===== src/rtl/histo_frame_ctrl.sv =====
// histo_frame_ctrl
// ----------------
// Sequencer for a 1024-bin, 24-bit pixel histogram. It arms the histogram for
// accumulation over a programmable number of frames, then sweeps every bin out
// through a small skid FIFO onto a valid/ready stream. The stream ends with a
// 32-bit checksum trailer. The histogram is then cleared and re-armed.
//
// Parameters
//   RD_LAT      cycles from a hist_bin change to valid hist_data
//   FIFO_DEPTH  output skid FIFO depth (must be >= RD_LAT+1)
//
// Ports
//   clk, rst          clock, synchronous active-high reset
//   enable            run request, sampled only in IDLE and CLEAR
//   frames_per_histo  frames accumulated per packet (0 behaves as 1)
//   frame_valid       sensor frame envelope
//   hist_rw           1 = histogram accumulates, 0 = read mode
//   hist_bin          bin address in read mode
//   hist_data         bin count, RD_LAT cycles after hist_bin
//   hist_clr          one-cycle histogram clear pulse
//   out_valid/ready   stream handshake
//   out_data          zero-extended bin count, or the checksum trailer
//   out_last          marks the trailer word
//   busy              high whenever the sequencer is not idle
//   frames_dropped    saturating count of frames started during readout
//   packet_count      wrapping count of completed packets
module histo_frame_ctrl #(
  parameter int RD_LAT     = 2,
  parameter int FIFO_DEPTH = 4
) (
  input  logic        clk,
  input  logic        rst,
  input  logic        enable,
  input  logic [7:0]  frames_per_histo,
  input  logic        frame_valid,
  output logic        hist_rw,
  output logic [9:0]  hist_bin,
  input  logic [23:0] hist_data,
  output logic        hist_clr,
  output logic        out_valid,
  input  logic        out_ready,
  output logic [31:0] out_data,
  output logic        out_last,
  output logic        busy,
  output logic [15:0] frames_dropped,
  output logic [15:0] packet_count
);

  localparam int              PW          = (FIFO_DEPTH > 1) ? $clog2(FIFO_DEPTH) : 1;
  localparam int              CW          = $clog2(FIFO_DEPTH + 1);
  localparam logic [7:0]      SETTLE_LAST = 8'(RD_LAT + 1);
  localparam logic [7:0]      DEPTH_W     = 8'(FIFO_DEPTH);
  localparam logic [PW-1:0]   PTR_LAST    = PW'(FIFO_DEPTH - 1);

  typedef enum logic [2:0] {
    S_IDLE,
    S_WAIT_SOF,
    S_ACCUM,
    S_SETTLE,
    S_READ,
    S_TRAIL,
    S_CLEAR
  } state_t;

  state_t        state;
  state_t        state_nxt;

  logic          fv_q;
  logic          fv_rise;
  logic          fv_fall;
  logic [7:0]    n_lat;
  logic [7:0]    n_eff;
  logic [7:0]    frame_cnt;
  logic [7:0]    settle_cnt;
  logic          settle_done;
  logic [10:0]   bin_cnt;
  logic [RD_LAT:0] rd_pipe;
  logic [7:0]    in_flight;
  logic [7:0]    outstanding;
  logic          issue;
  logic          push;
  logic          pop;
  logic [31:0]   checksum;

  logic [23:0]   fifo_mem [FIFO_DEPTH];
  logic [PW-1:0] wr_ptr;
  logic [PW-1:0] rd_ptr;
  logic [CW-1:0] fifo_cnt;
  logic          fifo_empty;
  logic          trailer_phase;
  logic          trailer_done;
  logic          drop_event;

  // Frame edges are taken against a registered copy, so a frame that is
  // already high when WAIT_SOF is entered produces no rising edge there.
  assign fv_rise = frame_valid & ~fv_q;
  assign fv_fall = ~frame_valid & fv_q;
  assign n_eff   = (frames_per_histo == 8'd0) ? 8'd1 : frames_per_histo;

  assign settle_done = (state == S_SETTLE) && (settle_cnt == SETTLE_LAST);

  // Reads issued but not yet landed in the FIFO.
  always_comb begin
    in_flight = '0;
    for (int i = 0; i <= RD_LAT; i++) begin
      in_flight = in_flight + {7'd0, rd_pipe[i]};
    end
  end

  // A word popped this cycle frees its FIFO slot at the same edge, so it is
  // excluded here; this keeps the sweep at one word per cycle when unstalled.
  assign outstanding = in_flight + 8'(fifo_cnt) - {7'd0, pop};

  // Bin 0 is issued on the last SETTLE cycle so that the first word appears
  // RD_LAT+1 cycles after READ is entered.
  assign issue = settle_done ||
                 ((state == S_READ) && !bin_cnt[10] && (outstanding < DEPTH_W));

  assign push          = rd_pipe[RD_LAT];
  assign fifo_empty    = (fifo_cnt == '0);
  assign pop           = !fifo_empty && out_ready;
  assign trailer_phase = (state == S_TRAIL) && fifo_empty;
  assign trailer_done  = trailer_phase && out_ready;

  assign drop_event = fv_rise && ((state == S_SETTLE) || (state == S_READ) ||
                                  (state == S_TRAIL)  || (state == S_CLEAR));

  // The stream head is read straight from the FIFO; it only moves on a pop,
  // which keeps data/last stable while the sink stalls.
  assign out_valid = !fifo_empty || trailer_phase;
  assign out_last  = trailer_phase;
  assign out_data  = trailer_phase ? checksum :
                     (fifo_empty ? 32'd0 : {8'd0, fifo_mem[rd_ptr]});

  assign hist_rw  = (state == S_WAIT_SOF) || (state == S_ACCUM);
  assign hist_clr = (state == S_CLEAR);
  assign busy     = (state != S_IDLE);

  // Next-state logic. enable is looked at only in IDLE and CLEAR so that a
  // packet in progress always runs to completion.
  always_comb begin
    state_nxt = state;
    case (state)
      S_IDLE:     if (enable) state_nxt = S_WAIT_SOF;
      S_WAIT_SOF: if (fv_rise) state_nxt = S_ACCUM;
      S_ACCUM:    if (fv_fall && (8'(frame_cnt + 8'd1) == n_lat)) state_nxt = S_SETTLE;
      S_SETTLE:   if (settle_done) state_nxt = S_READ;
      S_READ:     if (bin_cnt[10] && (rd_pipe == '0)) state_nxt = S_TRAIL;
      S_TRAIL:    if (trailer_done) state_nxt = S_CLEAR;
      S_CLEAR:    state_nxt = enable ? S_WAIT_SOF : S_IDLE;
      default:    state_nxt = S_IDLE;
    endcase
  end

  // Sequencer state, frame counting and the read-issue pipeline.
  always_ff @(posedge clk) begin
    if (rst) begin
      state      <= S_IDLE;
      fv_q       <= 1'b0;
      n_lat      <= 8'd1;
      frame_cnt  <= 8'd0;
      settle_cnt <= 8'd0;
      bin_cnt    <= 11'd0;
      hist_bin   <= 10'd0;
      rd_pipe    <= '0;
      checksum   <= 32'd0;
    end else begin
      state <= state_nxt;
      fv_q  <= frame_valid;

      if (((state == S_IDLE) && enable) || (state == S_CLEAR)) begin
        n_lat <= n_eff;
      end

      if (state == S_WAIT_SOF) begin
        frame_cnt <= 8'd0;
      end else if ((state == S_ACCUM) && fv_fall) begin
        frame_cnt <= frame_cnt + 8'd1;
      end

      if (state == S_SETTLE) begin
        settle_cnt <= settle_cnt + 8'd1;
      end else begin
        settle_cnt <= 8'd0;
      end

      if (issue) begin
        hist_bin <= bin_cnt[9:0];
        bin_cnt  <= bin_cnt + 11'd1;
      end else if (state == S_SETTLE) begin
        bin_cnt  <= 11'd0;
      end

      rd_pipe <= {rd_pipe[RD_LAT-1:0], issue};

      if (state == S_SETTLE) begin
        checksum <= 32'd0;
      end else if (push) begin
        checksum <= checksum + {8'd0, hist_data};
      end
    end
  end

  // Skid FIFO pointers and occupancy.
  always_ff @(posedge clk) begin
    if (rst) begin
      wr_ptr   <= '0;
      rd_ptr   <= '0;
      fifo_cnt <= '0;
    end else begin
      if (push) begin
        wr_ptr <= (wr_ptr == PTR_LAST) ? '0 : wr_ptr + PW'(1);
      end
      if (pop) begin
        rd_ptr <= (rd_ptr == PTR_LAST) ? '0 : rd_ptr + PW'(1);
      end
      if (push && !pop) begin
        fifo_cnt <= fifo_cnt + CW'(1);
      end else if (!push && pop) begin
        fifo_cnt <= fifo_cnt - CW'(1);
      end
    end
  end

  // FIFO storage needs no reset: the head is masked whenever the FIFO is empty.
  always_ff @(posedge clk) begin
    if (push) begin
      fifo_mem[wr_ptr] <= hist_data;
    end
  end

  // Status counters.
  always_ff @(posedge clk) begin
    if (rst) begin
      frames_dropped <= 16'd0;
      packet_count   <= 16'd0;
    end else begin
      if (drop_event && (frames_dropped != 16'hFFFF)) begin
        frames_dropped <= frames_dropped + 16'd1;
      end
      if (state == S_CLEAR) begin
        packet_count <= packet_count + 16'd1;
      end
    end
  end

endmodule

===== config.mk =====
export PLATFORM = sky130hd
export DESIGN_NAME = histo_frame_ctrl
export DESIGN_NICKNAME = d
export VERILOG_FILES = /design/src/rtl/histo_frame_ctrl.sv
export SDC_FILE = /design/constraint.sdc
export NUM_CORES = 1
export LEC_CHECK = 0
export BUFFER_PORTS_ARGS = -buffer_cell sky130_fd_sc_hd__buf_2
export CAP_MARGIN = 20
export CORE_ASPECT_RATIO = 0.9
export CORE_MARGIN = 2
export CORE_UTILIZATION = 64
export CTS_BUF_LIST = sky130_fd_sc_hd__clkbuf_4 sky130_fd_sc_hd__clkbuf_8 sky130_fd_sc_hd__clkbuf_16
export CTS_CLUSTER_DIAMETER = 200
export CTS_CLUSTER_SIZE = 14
export DETAILED_ROUTE_END_ITERATION = 8
export PLACE_DENSITY = 0.86
export SLEW_MARGIN = 20
export SYNTH_ARGS = -nofsm -noshare
export SYNTH_HDL_FRONTEND = slang
export SYNTH_SLANG_ARGS = --single-unit
export TNS_END_PERCENT = 5

===== constraint.sdc =====
create_clock -name clk -period 8.2 [get_ports clk]
set_input_delay 1.64 -clock clk [delete_from_list [all_inputs] [get_ports clk]]
set_output_delay 1.64 -clock clk [all_outputs]
set_load 0.02 [all_outputs]

==> run metrics <==
leakage power=4.63 nW; CP delay by family, top=simple AND/OR/NAND/NOR gates; CTS Hold Bufs=0; vias in the first global route=7430; aggregate negative setup slack=0 ns; critical path, cell by cell=inv_1, nand3_1, buf_4, nor2_2, buf_4, a22o_1, buf_2; Final min period=4.93 ns; dpl hpwl=15700 µm; Die ar.=0.0177 mm²; slowest CP cell=nand3_1; Max-Cap Viols=0; Final Net Count=1163; Cell Area, Placed=0.0114 mm²; drt first pass iters=5; FMAX=203 MHz; status=completed; WP buf/inv=4; CTS Root Cell=clkbuf_16; hold path startpoint=settle_cnt[0]; global-route wire length before repair=37200 µm; Final Cell Area=0.0120 mm²; latest clock arrival within the worst-skew pair=0.48 ns; CTS tree=built; n_diodes=0; area grow syn2layout=12.4%; Sw Share=0.289; Sink Count=221; final hold vios=0; port bufs=115; R2R Setup Slk=3.80 ns; reg2reg end=hist_bin[0]; synthesized area=0.0106 mm²; crit path DAT=3.29 ns; Worst setup SP type=register; mean post-synth cell area=10.9 µm²; Logic pwr share=0.242; internal power=1.93 mW; Post-synth EDFFs=96; class of the worst hold path=register to register; peak fanout along the critical path=18; sw power=0.786 mW; #FFs+latches synth=221; r2r worst-path depth=15; GRT Total Usage=0.257; Mapped Nets=1057; DRC viols=0; Yosys Warn Count=0; Syn Inst Count=976; commonest non-fill, non-tap cell in the layout=dfxtp_1; fin util=0.739; via count=7848; period utilization=0.602; cell mode on critical path=buf_4; overflow left after global routing=0; Bufs on Longest Clock Path=3; initial antenna violation count=0; Core Box Area=0.0162 mm²; hold depth=1; Slew headroom=0.390; total chip power=2.72 mW; share of flip-flops with an asynchronous set or reset=0; Clock power frac=0.308; critical path class=register to primary output; number of DRC markers in iteration 0=594; Die Ht=126 µm; post-synth cell types=72; ys flop type=dfxtp_1; Worst-Margin Slew=0.915 ns; slowest stage delay, CP=0.57 ns; TritonCTS Buffers=19; Die X=140 µm; htree depth=1; Seq pwr share=0.450; vias per cell=6.04; Slew Limit Fails=0; Max VDD drop=190 µV; Hold Path Sink=settle_cnt[0]; post-CTS setup buffer count=0; Starting Density=0.657; Routed Antenna Nets=0; io pins=116; largest net degree at the start of global routing=71; sequential share of the synthesized area=0.506; worst path required time=6.56 ns; Final GP Congestion=0.894; layout cell share with drive strength beyond 1=0.186; Reg clk slew, reported paths=0.07 ns; PwrDens=227 mW/mm²; CTS resizes=0; most frequent cells in the layout=124 x dfxtp_1, 115 x buf_2, 109 x nor2_1; # rows=44; Worst Skew=0.00841 ns; WL final=22600 µm; RSZ-0062 raised after global routing=no; Critical Path Sink Type=primary output; Setup-failing EPs final=0; WL per Instance=17.4 µm; Critical R2R Launch=fifo_cnt[0]
worst max-delay path by stage:
stage	start	endpoint	slack, ns	cells past startpoint
after detailed placement	out_ready	hist_bin[0]	3.36	14
after CTS	fifo_cnt[0]	out_data[9]	3.22	7
after floorplan	out_ready	bin_cnt[6]	3.71	13
final	fifo_cnt[0]	out_data[9]	3.27	7
after global routing	fifo_cnt[0]	out_data[9]	2.99	7
after global placement	out_ready	bin_cnt[6]	3.45	14
area by class of cell:
cell class / count / area (µm²)
Clock buffer: 30 / 558
Fill cell: 1093 / 4230
Timing Repair Buffer: 125 / 651
Inverter: 27 / 101
Tap cell: 207 / 259
Clock inverter: 1 / 5.00
Multi-Input combinational cell: 688 / 5000
Sequential cell: 221 / 5390
synth_stat cells, drive strengths merged, types with 25 or more instances:
| library cell | number | area (µm²) |
|---|---|---|
| a21oi | 54 | 285 |
| a22o | 26 | 228 |
| clkbuf | 31 | 116 |
| dfxtp | 125 | 2500 |
| edfxtp | 96 | 2880 |
| ha | 41 | 513 |
| inv | 26 | 97.6 |
| mux2i | 32 | 320 |
| mux4 | 25 | 563 |
| nand2 | 71 | 277 |
| nand3 | 29 | 145 |
| nor2 | 110 | 413 |
| o21ai | 29 | 145 |
| xnor2 | 30 | 263 |
| xor2 | 45 | 394 |
cells by family after synthesis:
family / count (synthesis) / synth area share
compound gates: 169 / 0.108
fa+ha+maj: 44 / 0.0539
mux: 59 / 0.0851
xor+xnor: 75 / 0.0617
buf+inv: 67 / 0.0242
simple gates: 341 / 0.161
flops: 221 / 0.506
routing by layer:
metal / up-vias / wire, µm / global-route usage
li1: 3780 / - / -
met2: 266 / 10600 / 0.438
met5: - / 0 / 0
met3: 32 / 1600 / 0.0461
met4: 0 / 327 / 0.0459
met1: 3770 / 10100 / 0.353
metrics by stage:
step	worst slack, ns	cells	hold WS (ns)
finish	3.27	1299	0.459
global placement	3.45	1268	0.430
floorplan	3.71	976	0.418
global route	2.99	1299	0.488
detailed placement	3.36	1268	0.440
CTS	3.22	1299	0.455
worst reg2reg max path, cell delays in order (launching register included):
cell	delay, ns
dfxtp_1	0.35
inv_1	0.11
nand3_1	0.58
nand2_1	0.40
inv_1	0.10
ha_1	0.31
fa_1	0.36
inv_1	0.06
ha_1	0.21
and3b_4	0.20
or4_4	0.49
a2111oi_4	0.40
nand2_2	0.17
nand2_4	0.21
mux2i_1	0.25
nor2_1	0.05
sequential cells by signal, summed over array words and instances, names as in the netlist, named ones only:
name,count
bin_cnt,11
rd_ptr,2
rd_pipe,3
fifo_cnt,3
fifo_mem,96
frame_cnt,8
fv_q,1
state,3
hist_bin,10
wr_ptr,2
packet_count,16
checksum,32
n_lat,8
settle_cnt,8
frames_dropped,16
power groups by stage:
stage	Sequential (mW)	Combinational [mW]	Clock (mW)
final	1.22	0.657	0.835
after global routing	1.23	0.712	0.892
after CTS	1.23	0.660	0.853
after detailed placement	1.25	0.654	0
after global placement	1.25	0.642	0
after floorplan	1.20	0.530	0
No activity file was read; power rests on OpenSTA's default activity.
